===== src/rtl/glitch_ctrl_pkg.sv =====
// Shared byte codes and parser state for the glitch controller host protocol.
// Pure definitions: no latency, no flow control.
package glitch_ctrl_pkg;

    localparam logic [7:0] CMD_DELAY       = 8'h44;
    localparam logic [7:0] CMD_ARM         = 8'h41;
    localparam logic [7:0] CMD_DISARM      = 8'h58;
    localparam logic [7:0] CMD_STATUS      = 8'h3F;

    localparam logic [7:0] RSP_OK          = 8'h6B;
    localparam logic [7:0] RSP_ERR         = 8'h21;
    localparam logic [7:0] RSP_TRIG        = 8'h54;
    localparam logic [7:0] RSP_STATUS_BASE = 8'h30;

    typedef enum logic [0:0] {
        IDLE    = 1'b0,
        PAYLOAD = 1'b1
    } parse_state_t;

endpackage


===== src/rtl/glitch_ctrl_sync.sv =====
// 2-flop synchronizer and registered rising-edge pulse for an async pad input.
// The pulse is high in the cycle after the second sync flop first sees 1; no backpressure.
module sync_rise (
    input  logic clk,
    input  logic rst,
    input  logic din,
    output logic rise
);

    logic [1:0] sync_q;

    always_ff @(posedge clk or posedge rst) begin
        if (rst) begin
            sync_q <= 2'b00;
            rise   <= 1'b0;
        end else begin
            sync_q <= {sync_q[0], din};
            // sync_q[1] doubles as the previous-sample flop for edge detection
            rise   <= sync_q[0] & ~sync_q[1];
        end
    end

endmodule


===== src/rtl/glitch_ctrl.sv =====
// Host command parser, one-shot trigger gate and TX reply arbiter feeding trigger_delay.
// trigger fires 2 cycles after ext_trig is first sampled high; TX holds its byte until tx_ready.
module glitch_ctrl #(
    parameter int unsigned TIMEOUT_CYCLES = 480000
) (
    input  logic        clk,
    input  logic        rst,
    input  logic [7:0]  rx_data,
    input  logic        rx_valid,
    output logic [7:0]  tx_data,
    output logic        tx_valid,
    input  logic        tx_ready,
    input  logic        ext_trig,
    output logic        trigger,
    output logic [31:0] delay_cycles,
    output logic        set_delay,
    output logic        armed
);
    import glitch_ctrl_pkg::*;

    localparam int TW = $clog2(TIMEOUT_CYCLES + 1);

    parse_state_t state_q;
    logic [1:0]   byte_cnt_q;
    logic [23:0]  shift_q;
    logic [TW-1:0] timer_q;
    logic         reply_pend_q;
    logic [7:0]   reply_byte_q;
    logic         trig_pend_q;
    logic         ovf_q;
    logic         rise;

    logic idle_byte, pay_byte, last_byte, timeout;
    logic cmd_delay, cmd_arm, cmd_disarm, cmd_status, cmd_bad;
    logic fire, reply_req, tx_load, reply_taken;
    logic [7:0] reply_val;

    sync_rise u_sync (
        .clk  (clk),
        .rst  (rst),
        .din  (ext_trig),
        .rise (rise)
    );

    assign idle_byte  = rx_valid && (state_q == IDLE);
    assign pay_byte   = rx_valid && (state_q == PAYLOAD);
    assign last_byte  = pay_byte && (byte_cnt_q == 2'd3);
    assign timeout    = (state_q == PAYLOAD) && !rx_valid && (timer_q == TW'(TIMEOUT_CYCLES));

    assign cmd_delay  = idle_byte && (rx_data == CMD_DELAY);
    assign cmd_arm    = idle_byte && (rx_data == CMD_ARM);
    assign cmd_disarm = idle_byte && (rx_data == CMD_DISARM);
    assign cmd_status = idle_byte && (rx_data == CMD_STATUS);
    assign cmd_bad    = idle_byte && !(cmd_delay || cmd_arm || cmd_disarm || cmd_status);

    // A disarm accepted alongside an edge wins; an arm alongside an edge is too late
    assign fire       = rise && armed && !cmd_disarm;

    assign reply_req  = cmd_arm || cmd_disarm || cmd_status || cmd_bad || last_byte || timeout;

    always_comb begin
        reply_val = RSP_OK;
        if (cmd_status)
            reply_val = RSP_STATUS_BASE | {6'b0, ovf_q, armed};
        else if (cmd_bad || timeout)
            reply_val = RSP_ERR;
    end

    assign tx_load     = !tx_valid || tx_ready;
    assign reply_taken = tx_load && !trig_pend_q && reply_pend_q;

    always_ff @(posedge clk or posedge rst) begin
        if (rst) begin
            state_q      <= IDLE;
            byte_cnt_q   <= 2'd0;
            shift_q      <= 24'd0;
            timer_q      <= '0;
            delay_cycles <= 32'd0;
            set_delay    <= 1'b0;
        end else begin
            set_delay <= 1'b0;
            if (cmd_delay) begin
                state_q    <= PAYLOAD;
                byte_cnt_q <= 2'd0;
                timer_q    <= '0;
            end else if (pay_byte) begin
                timer_q    <= '0;
                byte_cnt_q <= byte_cnt_q + 2'd1;
                shift_q    <= {rx_data, shift_q[23:8]};
                if (last_byte) begin
                    delay_cycles <= {rx_data, shift_q};
                    set_delay    <= 1'b1;
                    state_q      <= IDLE;
                end
            end else if (timeout) begin
                state_q <= IDLE;
            end else if (state_q == PAYLOAD) begin
                timer_q <= timer_q + TW'(1);
            end
        end
    end

    always_ff @(posedge clk or posedge rst) begin
        if (rst) begin
            armed        <= 1'b0;
            trigger      <= 1'b0;
            trig_pend_q  <= 1'b0;
            reply_pend_q <= 1'b0;
            reply_byte_q <= 8'd0;
            ovf_q        <= 1'b0;
        end else begin
            trigger <= fire;
            if (fire || cmd_disarm)
                armed <= 1'b0;
            else if (cmd_arm)
                armed <= 1'b1;

            trig_pend_q <= fire || (trig_pend_q && !tx_load);

            if (reply_req) begin
                reply_pend_q <= 1'b1;
                reply_byte_q <= reply_val;
            end else if (reply_taken) begin
                reply_pend_q <= 1'b0;
            end

            // Overwriting a reply that never reached the TX register counts as lost
            ovf_q <= (ovf_q && !cmd_status) || (reply_req && reply_pend_q && !reply_taken);
        end
    end

    always_ff @(posedge clk or posedge rst) begin
        if (rst) begin
            tx_valid <= 1'b0;
            tx_data  <= 8'd0;
        end else if (tx_load) begin
            if (trig_pend_q) begin
                tx_valid <= 1'b1;
                tx_data  <= RSP_TRIG;
            end else if (reply_pend_q) begin
                tx_valid <= 1'b1;
                tx_data  <= reply_byte_q;
            end else begin
                tx_valid <= 1'b0;
            end
        end
    end

endmodule


===== config.mk =====
export PLATFORM = sky130hd
export DESIGN_NAME = glitch_ctrl
export DESIGN_NICKNAME = d
export VERILOG_FILES = /design/src/rtl/glitch_ctrl_pkg.sv /design/src/rtl/glitch_ctrl_sync.sv /design/src/rtl/glitch_ctrl.sv
export SDC_FILE = /design/constraint.sdc
export NUM_CORES = 1
export LEC_CHECK = 0
export CAP_MARGIN = 0
export CELL_PAD_IN_SITES_DETAIL_PLACEMENT = 0
export CELL_PAD_IN_SITES_GLOBAL_PLACEMENT = 1
export CORE_MARGIN = 3
export CORE_UTILIZATION = 40
export DETAILED_ROUTE_END_ITERATION = 10
export PLACE_DENSITY = 0.84
export SLEW_MARGIN = 20
export SYNTH_ARGS = -nofsm -noshare
export SYNTH_HDL_FRONTEND = slang
export SYNTH_HIERARCHICAL = 1
export SYNTH_SLANG_ARGS = --single-unit

===== constraint.sdc =====
create_clock -name clk -period 3 [get_ports clk]
set_input_delay 0.3 -clock clk [delete_from_list [all_inputs] [get_ports clk]]
set_output_delay 0.3 -clock clk [all_outputs]
set_load 0.05 [all_outputs]

==> metrics.txt, run 1 <==
# TYPE chip_impl_metric gauge
chip_impl_metric{name="max_freq",unit="MHz"} 402
chip_impl_info{name="timing.critical_path.slowest_stage_cell",value="sky130_fd_sc_hd__or4_1"} 1
chip_impl_metric{name="netSwitchingPower",unit="W"} 0.00127
chip_impl_info{name="reg2reg_start",value="timer_q[6]"} 1
chip_impl_metric{name="switching_share",unit="%"} 34.5
chip_impl_metric{name="worst-path-max-fanout",unit=""} 24
chip_impl_info{name="mostFrequentLayoutCells",value="sky130_fd_sc_hd__dfrtp_1 (100), sky130_fd_sc_hd__mux2_2 (55), sky130_fd_sc_hd__clkdlybuf4s50_1 (55), sky130_fd_sc_hd__nand2_1 (23), sky130_fd_sc_hd__a21oi_1 (17)"} 1
chip_impl_metric{name="core_region_area",unit="um2"} 10400
chip_impl_metric{name="via_count",unit=""} 2869
chip_impl_info{name="cts.root.buffer_cell",value="sky130_fd_sc_hd__clkbuf_8"} 1
chip_impl_metric{name="seqCellArea",unit="um2"} 2500
chip_impl_info{name="ff_to_ff_end",value="timer_q[18]"} 1
chip_impl_metric{name="worst_ir_drop_vdd",unit="mV"} 0.353
chip_impl_info{name="tritoncts",value="done"} 1
chip_impl_metric{name="ys_seq_elements",unit=""} 100
chip_impl_metric{name="route.detailed.drc",unit=""} 0
chip_impl_metric{name="synth-edff-count",unit=""} 0
chip_impl_metric{name="first_pass_grt_wire_length",unit="um"} 14100
chip_impl_metric{name="seq_power_share",unit="%"} 52.1
chip_impl_metric{name="pwr-share-comb",unit="%"} 25.6
chip_impl_info{name="crit_type",value="input port to flip-flop"} 1
chip_impl_metric{name="fin_worst_skew",unit="ps"} 6.91
chip_impl_metric{name="maxCapViolCount",unit=""} 0
chip_impl_metric{name="grt_antenna_before_repair",unit=""} 0
chip_impl_info{name="critPathTopFamily",value="simple AND/OR/NAND/NOR gates"} 1
chip_impl_metric{name="yosysUniqueCellTypes",unit=""} 52
chip_impl_metric{name="worst_slack",unit="ps"} 514
chip_impl_info{name="min-delay-path-class",value="input port to async pin"} 1
chip_impl_metric{name="final_nets",unit=""} 422
chip_impl_metric{name="power.density",unit="nW/um2"} 707
chip_impl_metric{name="final_max_slew_viol_count",unit=""} 0
chip_impl_metric{name="worst_pin_slew",unit="ps"} 678
chip_impl_info{name="synth_ff_type",value="sky130_fd_sc_hd__dfrtp_1"} 1
chip_impl_metric{name="wl",unit="um"} 8360
chip_impl_metric{name="placed_area",unit="um2"} 4990
chip_impl_metric{name="r2r_setup_slack",unit="ps"} 680
chip_impl_metric{name="number_of_filler_instances_in_the_final_layout",unit=""} 940
chip_impl_metric{name="detail_route.wl_per_cell",unit="um"} 15.3
chip_impl_metric{name="reg2regPathDepth",unit=""} 5
chip_impl_metric{name="worst_skew_pair.late_latency",unit="ps"} 360
chip_impl_metric{name="clock-sinks",unit=""} 100
chip_impl_metric{name="worst_ep_required",unit="ps"} 3290
chip_impl_metric{name="h-tree-depth",unit=""} 3
chip_impl_metric{name="drt_iter0_markers",unit=""} 155
chip_impl_metric{name="grt_use_total",unit="%"} 15.1
chip_impl_metric{name="hold_ws",unit="ps"} 155
chip_impl_metric{name="timing.final.hold_violations",unit=""} 0
chip_impl_metric{name="routed_via_density",unit=""} 5.24
chip_impl_metric{name="detail_route.first_pass.iterations",unit=""} 4
chip_impl_metric{name="place.port_buffers",unit=""} 55
chip_impl_metric{name="hold_buffers",unit=""} 0
chip_impl_metric{name="grt_start_max_net_pins",unit=""} 49
chip_impl_metric{name="drive_above_1_share",unit="%"} 21.7
chip_impl_metric{name="layout_worst_path_cycle_share",unit="%"} 82.9
chip_impl_info{name="grt_setup_unrepaired",value="no"} 1
chip_impl_metric{name="rows",unit=""} 37
chip_impl_metric{name="synth.avg_cell_area",unit="um2"} 12.3
chip_impl_metric{name="hpwl",unit="um"} 5930
chip_impl_metric{name="initial_utilization",unit="%"} 41.1
chip_impl_metric{name="synth.yosys.seq_area_share",unit="%"} 58.7
chip_impl_metric{name="yosysWarnings",unit=""} 6
chip_impl_metric{name="final.min_clock_period",unit="ps"} 2490
chip_impl_info{name="worstPathCellList",value="clkdlybuf4s50_1 > or3b_4 > o31a_1 > a21o_1 > or4_1 > a21oi_1"} 1
chip_impl_metric{name="tns",unit="ps"} 0
chip_impl_metric{name="routabilityCongestion",unit=""} 0.810
chip_impl_metric{name="area_delta_synth_final",unit="%"} 21.5
chip_impl_metric{name="cts_post_setup_buffers_inserted",unit=""} 0
chip_impl_info{name="layout.cells.most_common",value="sky130_fd_sc_hd__dfrtp_1"} 1
chip_impl_metric{name="postLayoutCellArea",unit="um2"} 5180
chip_impl_metric{name="clk_transition_reported_paths",unit="ps"} 90
chip_impl_metric{name="post_cts_resize_count",unit=""} 0
chip_impl_metric{name="ant_nets",unit=""} 0
chip_impl_metric{name="antenna_cells",unit=""} 0
chip_impl_metric{name="dieWidth",unit="um"} 109
chip_impl_metric{name="postSynthNetCount",unit=""} 363
chip_impl_metric{name="pin_count",unit=""} 57
chip_impl_info{name="status",value="completed"} 1
chip_impl_metric{name="share_clk_of_total_power",unit="%"} 22.3
chip_impl_metric{name="post_synth_inst_count",unit=""} 347
chip_impl_metric{name="grt_pass1_vias",unit=""} 2864
chip_impl_metric{name="dp_worst_setup_slack",unit="ps"} 122
chip_impl_metric{name="grt_remaining_overflow",unit=""} 0
chip_impl_metric{name="fp.dieH",unit="um"} 109
chip_impl_metric{name="cp_data_arrival_time",unit="ps"} 2770
chip_impl_info{name="start_kind",value="input port"} 1
chip_impl_metric{name="maxSlewHeadroom",unit="%"} 54.4
chip_impl_metric{name="power_report.internal_total",unit="W"} 0.00240
chip_impl_metric{name="clock_tree.buffer_depth",unit=""} 2
chip_impl_metric{name="setup_viol",unit=""} 0
chip_impl_metric{name="cellLeakagePower",unit="nW"} 2.32
chip_impl_metric{name="multi_input_area",unit="um2"} 1660
chip_impl_metric{name="cts_inserted_buffers",unit=""} 9
chip_impl_info{name="crit_path_end_kind",value="flip-flop"} 1
chip_impl_metric{name="max_stage_delay",unit="ps"} 590
chip_impl_metric{name="post_synth_instance_area",unit="um2"} 4270
chip_impl_metric{name="synth-async-reset-ratio",unit="%"} 100
chip_impl_metric{name="dieArea",unit="um2"} 11900
chip_impl_metric{name="timing.critical_path.buf_inv",unit=""} 1
-- flip-flops by register name (all words and copies together), names as in the netlist, 2 cells and up --
register and count:
byte_cnt_q 2, reply_byte_q 5, shift_q 24, delay_cycles 32, tx_data 7, timer_q 19, u_sync/sync_q 2
-- per-stage QoR --
| stage | util, % | std cells | total power [W] |
|---|---|---|---|
| 2_1_floorplan | - | 347 | 0.00257 |
| 4_1_cts | 49.9 | 547 | 0.00371 |
| 5_1_grt | 50.0 | 547 | 0.00389 |
| 3_3_place_gp | 48.2 | 531 | 0.00285 |
| 3_5_place_dp | 48.2 | 531 | 0.00289 |
| 6_report | 50.0 | 547 | 0.00366 |
-- synth_stat cells (all sizes together), types with 2 or more instances --
cell type,instances,area (um2)
a211oi,3,22.5
a21o,4,30.0
a21oi,17,85.1
a22o,3,26.3
a31oi,4,25.0
and3,2,12.5
buf,3,22.5
clkbuf,12,45.0
dfrtp,100,2500
ha,3,37.5
inv,11,41.3
mux2,55,619
nand2,23,86.3
nand2b,5,31.3
nand3,10,50.1
nor2,12,45.0
nor2b,5,38.8
nor3,2,10.0
nor4,5,37.5
nor4b,2,17.5
o21ai,16,80.1
o22a,4,35.0
o31ai,8,60.1
or3,8,55.1
or3b,2,20.0
or4,8,60.1
xnor2,2,17.5
-- power by group through the flow --
stage               clock network, W  logic [W]  registers (W)
finish                      0.000818   0.000938        0.00191
CTS                         0.000843   0.000952        0.00191
global placement                   0   0.000923        0.00192
detailed placement                 0   0.000952        0.00194
global route                0.000893    0.00104        0.00196
floorplan                          0   0.000499        0.00207
-- worst max path at each step --
| stage | startpoint | end | slack, ps | depth (start not counted) |
|---|---|---|---|---|
| after floorplan | rst | armed | 170 | 1 |
| after global placement | rx_data[6] | timer_q[17] | 210 | 6 |
| after detailed placement | rx_data[1] | timer_q[8] | 120 | 6 |
| after CTS | timer_q[0] | ovf_q | 520 | 7 |
| after global routing | rx_data[1] | timer_q[8] | 380 | 6 |
| final | rx_data[6] | timer_q[8] | 510 | 6 |
-- final cells by class --
cell class / count / area share (%)
clock inverter: 5 / 0.845
clock buffer: 11 / 2.73
timing repair buffer: 63 / 12.0
multi-input combinational: 221 / 32.0
inverter: 11 / 0.820
sequential: 100 / 48.3
tap: 136 / 3.28
-- routing by layer --
metal	global-route usage, %	wire [um]
met1	20.5	3910
met2	23.9	4020
met3	3.55	328
met4	4.81	97
met5	0	0
-- kinds of logic (layout without fill, tap and decap cells) --
kind of cell    count (synthesis)  in the layout  synth area share (%)
simple gates                   91             91                  12.2
xor+xnor                        2              2                 0.411
fa+ha+maj                       3              3                 0.880
other cells                     1              1                0.0879
compound gates                 68             68                  10.4
buf+inv                        26             90                  2.55
flops                         100            100                  58.7
mux                            56             56                  14.8
No activity file was read; power rests on OpenSTA's default activity.
==> run 2, diff against run 1 <==
Settings changed: PLACE_DENSITY 0.84 to 0.81.
Clock period 3 ns to 2.37 ns, I/O delays scaled along.
==> run 2 against run 1 <==
Compared with the run above:
- design area rose by 3.0%
- setup slack got worse by 320 ps
- sequential share of layout area fell by 1.4 points
- global-route usage rose by 0.23 points
- flip-flop and latch count did not move
- via count rose by 2.8%
- clock power rose by 19%
- non-clock buffer count rose by 23
- clock skew rose by 5.2 ps
- die area did not move
- sequential power rose by 27%
- critical endpoint is now timer_q[9]
- highest routed layer unchanged
==> metrics.txt, run 2 (same netlist as run 1, synthesis figures left out) <==
# TYPE chip_impl_metric gauge
chip_impl_metric{name="fp.dieH",unit="um"} 109
chip_impl_metric{name="grt_remaining_overflow",unit=""} 0
chip_impl_metric{name="r2r_setup_slack",unit="ps"} 250
chip_impl_info{name="mostFrequentLayoutCells",value="sky130_fd_sc_hd__dfrtp_1 (100), sky130_fd_sc_hd__mux2_2 (55), sky130_fd_sc_hd__clkdlybuf4s50_1 (55), sky130_fd_sc_hd__buf_4 (30), sky130_fd_sc_hd__nand2_1 (23)"} 1
chip_impl_info{name="crit_path_end_kind",value="flip-flop"} 1
chip_impl_metric{name="power_report.internal_total",unit="W"} 0.00303
chip_impl_info{name="layout.cells.most_common",value="sky130_fd_sc_hd__dfrtp_1"} 1
chip_impl_metric{name="ant_nets",unit=""} 0
chip_impl_info{name="start_kind",value="input port"} 1
chip_impl_metric{name="cts_post_setup_buffers_inserted",unit=""} 0
chip_impl_metric{name="final_max_slew_viol_count",unit=""} 0
chip_impl_metric{name="grt_use_total",unit="%"} 15.3
chip_impl_metric{name="dieArea",unit="um2"} 11900
chip_impl_info{name="crit_type",value="input port to flip-flop"} 1
chip_impl_metric{name="cp_data_arrival_time",unit="ps"} 2470
chip_impl_metric{name="max_stage_delay",unit="ps"} 540
chip_impl_info{name="largest_register",value="delay_cycles"} 1
chip_impl_metric{name="netSwitchingPower",unit="W"} 0.00160
chip_impl_metric{name="layout_worst_path_cycle_share",unit="%"} 92.0
chip_impl_metric{name="final.min_clock_period",unit="ps"} 2180
chip_impl_metric{name="maxCapViolCount",unit=""} 0
chip_impl_metric{name="clock-sinks",unit=""} 100
chip_impl_info{name="reg2reg_start",value="state_q"} 1
chip_impl_metric{name="clk_transition_reported_paths",unit="ps"} 90
chip_impl_metric{name="switching_share",unit="%"} 34.6
chip_impl_metric{name="wl",unit="um"} 8620
chip_impl_metric{name="maxSlewHeadroom",unit="%"} 58.1
chip_impl_info{name="cts.root.buffer_cell",value="sky130_fd_sc_hd__clkbuf_8"} 1
chip_impl_metric{name="pin_count",unit=""} 57
chip_impl_metric{name="detail_route.first_pass.iterations",unit=""} 4
chip_impl_metric{name="postLayoutCellArea",unit="um2"} 5340
chip_impl_metric{name="first_pass_grt_wire_length",unit="um"} 14300
chip_impl_metric{name="hpwl",unit="um"} 5990
chip_impl_metric{name="routed_via_density",unit=""} 5.18
chip_impl_metric{name="worst_ep_required",unit="ps"} 2660
chip_impl_metric{name="clock_tree.buffer_depth",unit=""} 2
chip_impl_metric{name="worst_ir_drop_vdd",unit="mV"} 0.395
chip_impl_metric{name="core_region_area",unit="um2"} 10400
chip_impl_metric{name="grt_antenna_before_repair",unit=""} 0
chip_impl_metric{name="grt_pass1_vias",unit=""} 2931
chip_impl_metric{name="place.port_buffers",unit=""} 55
chip_impl_info{name="reg.largest.list",value="delay_cycles (32), shift_q (24), timer_q (19)"} 1
chip_impl_metric{name="final_nets",unit=""} 445
chip_impl_metric{name="placed_area",unit="um2"} 5170
chip_impl_info{name="timing.critical_path.slowest_stage_cell",value="sky130_fd_sc_hd__or4_1"} 1
chip_impl_metric{name="rows",unit=""} 37
chip_impl_metric{name="detail_route.wl_per_cell",unit="um"} 15.1
chip_impl_metric{name="route.detailed.drc",unit=""} 0
chip_impl_metric{name="max_freq",unit="MHz"} 458
chip_impl_metric{name="cellLeakagePower",unit="nW"} 2.42
chip_impl_info{name="status",value="completed"} 1
chip_impl_metric{name="cts_inserted_buffers",unit=""} 9
chip_impl_metric{name="setup_viol",unit=""} 0
chip_impl_metric{name="stdcell_count",unit=""} 569
chip_impl_metric{name="drt_iter0_markers",unit=""} 138
chip_impl_metric{name="post-place-cells",unit=""} 554
chip_impl_metric{name="post_cts_resize_count",unit=""} 0
chip_impl_metric{name="pwr-share-comb",unit="%"} 26.7
chip_impl_metric{name="reg2regPathDepth",unit=""} 5
chip_impl_metric{name="largest_register_ffs",unit=""} 32
chip_impl_metric{name="post-route-util",unit="%"} 51.5
chip_impl_metric{name="timing.final.hold_violations",unit=""} 0
chip_impl_metric{name="hold_buffers",unit=""} 0
chip_impl_metric{name="dieWidth",unit="um"} 109
chip_impl_metric{name="worst_pin_slew",unit="ps"} 623
chip_impl_metric{name="worst-path-max-fanout",unit=""} 20
chip_impl_info{name="min-delay-path-class",value="input port to async pin"} 1
chip_impl_metric{name="via_count",unit=""} 2948
chip_impl_metric{name="power.density",unit="nW/um2"} 866
chip_impl_metric{name="grt_start_max_net_pins",unit=""} 98
chip_impl_metric{name="initial_utilization",unit="%"} 41.1
chip_impl_metric{name="h-tree-depth",unit=""} 3
chip_impl_info{name="ff_to_ff_end",value="timer_q[9]"} 1
chip_impl_info{name="worstPathCellList",value="clkdlybuf4s50_1 > or3b_4 > o31a_1 > a21o_2 > or4_1 > a21oi_1"} 1
chip_impl_metric{name="seq_power_share",unit="%"} 52.3
chip_impl_metric{name="antenna_cells",unit=""} 0
chip_impl_metric{name="drive_above_1_share",unit="%"} 25.9
chip_impl_metric{name="worst_skew_pair.late_latency",unit="ps"} 360
chip_impl_metric{name="tns",unit="ps"} 0
chip_impl_info{name="grt_setup_unrepaired",value="no"} 1
chip_impl_metric{name="area_delta_synth_final",unit="%"} 25.2
chip_impl_metric{name="fin_worst_skew",unit="ps"} 12.2
chip_impl_metric{name="total_power",unit="W"} 0.00463
chip_impl_metric{name="share_clk_of_total_power",unit="%"} 21.0
chip_impl_info{name="tritoncts",value="done"} 1
chip_impl_metric{name="routabilityCongestion",unit=""} 0.806
-- run 2: cell types whose count changed in the layout (fill, tap and decap cells not counted) --
| cell | before | now |
|---|---|---|
| sky130_fd_sc_hd__buf_4 | 7 | 30 |
| sky130_fd_sc_hd__clkinv_4 | 0 | 1 |
| sky130_fd_sc_hd__clkinvlp_4 | 2 | 3 |
| sky130_fd_sc_hd__inv_8 | 1 | 0 |
| sky130_fd_sc_hd__inv_6 | 2 | 1 |
| sky130_fd_sc_hd__a21o_2 | 0 | 1 |
| sky130_fd_sc_hd__clkbuf_8 | 10 | 9 |
| sky130_fd_sc_hd__a21o_1 | 4 | 3 |
-- run 2: metrics by stage --
stage / worst slack (ps) / hold slack [ps]
global placement: -271 / 367
detailed placement: -297 / 373
CTS: 85.8 / 109
floorplan: 341 / -9.36
global route: 66.1 / 125
finish: 189 / 114
-- run 2: final cells by class --
| cell class | instances | area [um2] |
|---|---|---|
| repair buffers | 86 | 796 |
| clock buffers | 10 | 128 |
| well taps | 136 | 170 |
| flip-flops and latches | 100 | 2500 |
| fillers | 931 | 5030 |
| inverters | 11 | 45.0 |
| clock inverters | 5 | 37.5 |
| multi-input cells | 221 | 1660 |
-- run 2: worst max-delay path, delay by kind of cell --
kind,cells,cell delay (ps)
buffers and inverters,1,500
AND/OR/NAND/NOR,2,930
AO/OA/AOI/OAI,3,800
-- run 2: worst max path at each step --
stage	start	end	slack (ps)	cells after the start
floorplan	timer_q[0]	timer_q[8]	340	9
global placement	rx_data[6]	timer_q[15]	-270	6
detailed placement	rx_data[6]	timer_q[12]	-300	6
CTS	timer_q[0]	ovf_q	90	7
global route	state_q	timer_q[18]	70	6
finish	rx_data[6]	timer_q[9]	190	6
-- run 2: power groups by stage --
stage	Combinational, W	Sequential, W	Clock, W
4_1_cts	0.00125	0.00242	0.000999
6_report	0.00123	0.00242	0.000974
2_1_floorplan	0.000632	0.00262	0
3_5_place_dp	0.00125	0.00245	0
3_3_place_gp	0.00121	0.00243	0
5_1_grt	0.00136	0.00248	0.00107
-- run 2: routing by layer --
| layer | vias to the layer above | share of wire (%) | routed length (um) | GRT usage (%) |
|---|---|---|---|---|
| met5 | - | 0 | 0 | 0 |
| met4 | 0 | 1.6 | 134 | 5.88 |
| met3 | 11 | 4.0 | 345 | 2.84 |
| met2 | 56 | 46 | 3990 | 23.7 |
| met1 | 1460 | 48 | 4140 | 21.3 |
| li1 | 1421 | - | - | - |
==> run 3, diff against run 2 <==
--- a/config.mk
+++ b/config.mk
@@ -7,3 +7,2 @@
 export LEC_CHECK = 0
-export CAP_MARGIN = 0
 export CELL_PAD_IN_SITES_DETAIL_PLACEMENT = 0
@@ -13,3 +12,3 @@
 export DETAILED_ROUTE_END_ITERATION = 10
-export PLACE_DENSITY = 0.81
+export PLACE_DENSITY = 0.84
 export SLEW_MARGIN = 20
==> constraint.sdc (replaced) <==
create_clock -name clk -period 2 [get_ports clk]
set_input_delay 0.2 -clock clk [delete_from_list [all_inputs] [get_ports clk]]
set_output_delay 0.2 -clock clk [all_outputs]
set_load 0.1 [all_outputs]
==> run 3 against run 2 <==
Compared with the run above:
- sequential share of layout area fell by 2.3 points
- first-iteration DRC count fell by 28%
- count of clock-buffer cells in the layout fell by 1
- critical path depth rose by 3
- power rose by 33%
- largest power group unchanged
- design area rose by 5.2%
==> metrics.txt, run 3 (same netlist as run 1, synthesis figures left out) <==
# TYPE chip_impl_metric gauge
chip_impl_info{name="status",value="completed"} 1
chip_impl_info{name="reg.largest.list",value="delay_cycles (32), shift_q (24), timer_q (19)"} 1
chip_impl_metric{name="drt_iter0_markers",unit=""} 99
chip_impl_info{name="largest_register",value="delay_cycles"} 1
chip_impl_metric{name="maxCapViolCount",unit=""} 0
chip_impl_metric{name="grt_use_total",unit="%"} 15.7
chip_impl_metric{name="worst-path-max-fanout",unit=""} 6
chip_impl_metric{name="global_route.usage.met1",unit="%"} 20.9
chip_impl_info{name="min-delay-path-class",value="input port to async pin"} 1
chip_impl_metric{name="max_freq",unit="MHz"} 515
chip_impl_metric{name="setup_viol",unit=""} 0
chip_impl_info{name="timing.critical_path.slowest_stage_cell",value="sky130_fd_sc_hd__nor4_4"} 1
chip_impl_metric{name="dieArea",unit="um2"} 11900
chip_impl_metric{name="route.detailed.drc",unit=""} 0
chip_impl_metric{name="largest_register_ffs",unit=""} 32
chip_impl_metric{name="worst_ep_required",unit="ps"} 2240
chip_impl_metric{name="routabilityCongestion",unit=""} 0.854
chip_impl_info{name="mostFrequentLayoutCells",value="sky130_fd_sc_hd__dfrtp_1 (99), sky130_fd_sc_hd__buf_4 (90), sky130_fd_sc_hd__mux2_2 (55), sky130_fd_sc_hd__nand2_1 (22), sky130_fd_sc_hd__o21ai_0 (15)"} 1
chip_impl_metric{name="clk_transition_reported_paths",unit="ps"} 110
chip_impl_info{name="worstPathCellList",value="inv_2 > ha_4 > nor4bb_4 > and3_4 > buf_6 > and2_4 > nor4_4 > buf_4 > nand2_2"} 1
chip_impl_metric{name="grt_pass1_vias",unit=""} 3131
chip_impl_metric{name="detail_route.first_pass.iterations",unit=""} 4
chip_impl_metric{name="cts_inserted_buffers",unit=""} 9
chip_impl_metric{name="routed_via_density",unit=""} 5.22
chip_impl_metric{name="grt_antenna_before_repair",unit=""} 0
chip_impl_metric{name="cellLeakagePower",unit="nW"} 2.70
chip_impl_info{name="start_kind",value="flip-flop"} 1
chip_impl_info{name="reg2reg_start",value="timer_q[0]"} 1
chip_impl_metric{name="timing.critical_path.buf_inv",unit=""} 3
chip_impl_info{name="crit_path_end_kind",value="flip-flop"} 1
chip_impl_metric{name="pin_count",unit=""} 57
chip_impl_metric{name="power.density",unit="nW/um2"} 1100
chip_impl_metric{name="path_depth",unit=""} 9
chip_impl_info{name="tritoncts",value="done"} 1
chip_impl_info{name="critPathCapture",value="reply_pend_q"} 1
chip_impl_metric{name="detail_route.wl_per_cell",unit="um"} 15.4
chip_impl_metric{name="cp_data_arrival_time",unit="ps"} 2180
chip_impl_metric{name="fin_worst_skew",unit="ps"} 13.8
chip_impl_metric{name="layout_worst_path_cycle_share",unit="%"} 97.1
chip_impl_metric{name="use_met3",unit="%"} 3.26
chip_impl_metric{name="grt_remaining_overflow",unit=""} 0
chip_impl_info{name="crit_type",value="flip-flop to flip-flop"} 1
chip_impl_metric{name="r2r_setup_slack",unit="ps"} 60
chip_impl_info{name="ff_to_ff_end",value="reply_pend_q"} 1
chip_impl_info{name="cp-startpoint",value="timer_q[0]"} 1
chip_impl_metric{name="fp.dieH",unit="um"} 109
chip_impl_metric{name="rows",unit=""} 37
chip_impl_metric{name="h-tree-depth",unit=""} 3
chip_impl_metric{name="antenna_cells",unit=""} 0
chip_impl_metric{name="clock-sinks",unit=""} 100
chip_impl_metric{name="hpwl",unit="um"} 6240
chip_impl_metric{name="wl",unit="um"} 9080
chip_impl_metric{name="final_nets",unit=""} 466
chip_impl_metric{name="stdcell_count",unit=""} 591
chip_impl_metric{name="area_delta_synth_final",unit="%"} 31.7
chip_impl_metric{name="worst_skew_pair.late_latency",unit="ps"} 360
chip_impl_info{name="grt_most_used_layer",value="met2"} 1
chip_impl_metric{name="ant_nets",unit=""} 0
chip_impl_metric{name="hold_buffers",unit=""} 0
chip_impl_metric{name="final.min_clock_period",unit="ps"} 1940
chip_impl_metric{name="core_region_area",unit="um2"} 10400
chip_impl_metric{name="clock_tree.buffer_depth",unit=""} 2
chip_impl_metric{name="post-place-cells",unit=""} 568
chip_impl_metric{name="via_count",unit=""} 3086
chip_impl_metric{name="drive_above_1_share",unit="%"} 45.3
chip_impl_metric{name="timing.final.hold_violations",unit=""} 0
chip_impl_metric{name="reg2regPathDepth",unit=""} 9
chip_impl_metric{name="post-route-util",unit="%"} 54.2
chip_impl_metric{name="first_pass_grt_wire_length",unit="um"} 14900
chip_impl_metric{name="final_max_slew_viol_count",unit=""} 0
chip_impl_info{name="cts.root.buffer_cell",value="sky130_fd_sc_hd__clkbuf_8"} 1
chip_impl_metric{name="grt.met2_usage",unit="%"} 26.1
chip_impl_metric{name="place.port_buffers",unit=""} 55
chip_impl_info{name="critPathTopFamily",value="simple AND/OR/NAND/NOR gates"} 1
chip_impl_metric{name="worst_ir_drop_vdd",unit="mV"} 0.810
chip_impl_metric{name="grt_start_max_net_pins",unit=""} 61
chip_impl_metric{name="max_stage_delay",unit="ps"} 410
chip_impl_metric{name="initial_utilization",unit="%"} 41.1
chip_impl_info{name="layout.cells.most_common",value="sky130_fd_sc_hd__dfrtp_1"} 1
chip_impl_metric{name="total_power",unit="W"} 0.00617
chip_impl_metric{name="dieWidth",unit="um"} 109
[run 3: cell types whose count changed in the layout (fill, tap and decap cells not counted), sizes merged]
cell / before / now
clkbuf: 10 / 9
a21o: 4 / 5
dlymetal6s2s: 0 / 4
clkdlybuf4s50: 55 / 6
inv: 11 / 13
dlygate4sd2: 0 / 2
buf: 31 / 94
[run 3: worst min path at each step]
| stage | start | endpoint | slack [ps] | cells past startpoint |
|---|---|---|---|---|
| after global placement | u_sync/sync_q[0] | u_sync/sync_q[1] | 360 | 0 |
| after floorplan | rst | u_sync/rise | -50 | 1 |
| after CTS | rst | u_sync/sync_q[1] | 80 | 2 |
| after detailed placement | u_sync/sync_q[0] | u_sync/sync_q[1] | 390 | 0 |
| final | rst | u_sync/sync_q[0] | 90 | 2 |
| after global routing | rst | u_sync/sync_q[0] | 90 | 2 |
[run 3: through the flow]
step	hold WS [ps]	instance area, um2	setup WS (ps)	TNS [ps]
2_1_floorplan	-46.4	4280	4.23	0
3_3_place_gp	364	5200	-478	-10230
3_5_place_dp	388	5200	-518	-10860
4_1_cts	82.2	5410	-9.63	-9.63
5_1_grt	88.1	5620	-32.1	-114
6_report	86.7	5620	58.0	0
[run 3: power breakdown]
part | internal [W] | total (W) | switching, W
Clock | 0.000470 | 0.00120 | 0.000732
Combinational | 0.000814 | 0.00209 | 0.00128
Sequential | 0.00247 | 0.00287 | 0.000400
Total | 0.00376 | 0.00617 | 0.00241
[run 3: routing by layer]
layer / wire length (um) / part of all wire (%) / up-vias
li1: - / - / 1472
met1: 4180 / 46 / 1545
met2: 4460 / 49 / 60
met3: 326 / 3.6 / 9
met4: 120 / 1.3 / 0
met5: 0 / 0 / -
[run 3: layout make-up]
cell class                 instances  area [um2]
sequential                       100        2500
fill                             884        4750
timing repair buffer             106         875
inverter                          11        45.0
clock buffer                       9         124
clock inverter                     7        57.6
multi-input combinational        222        1850
tap                              136         170
[run 3: timing repair]
action | in CTS | in global routing
hold endpoints to repair | 0 | 0
resized for setup | 8 | 38
setup endpoints to repair | 19 | 18
pin swaps | 0 | 16
cloned | 0 | 1
setup buffers | 0 | 6
[run 3: worst reg2reg max path, cell delays in order (launching register included)]
cell	delay, ps
sky130_fd_sc_hd__dfrtp_1	370
sky130_fd_sc_hd__inv_2	60
sky130_fd_sc_hd__ha_4	150
sky130_fd_sc_hd__nor4bb_4	140
sky130_fd_sc_hd__and3_4	200
sky130_fd_sc_hd__buf_6	120
sky130_fd_sc_hd__and2_4	140
sky130_fd_sc_hd__nor4_4	410
sky130_fd_sc_hd__buf_4	200
sky130_fd_sc_hd__nand2_2	40
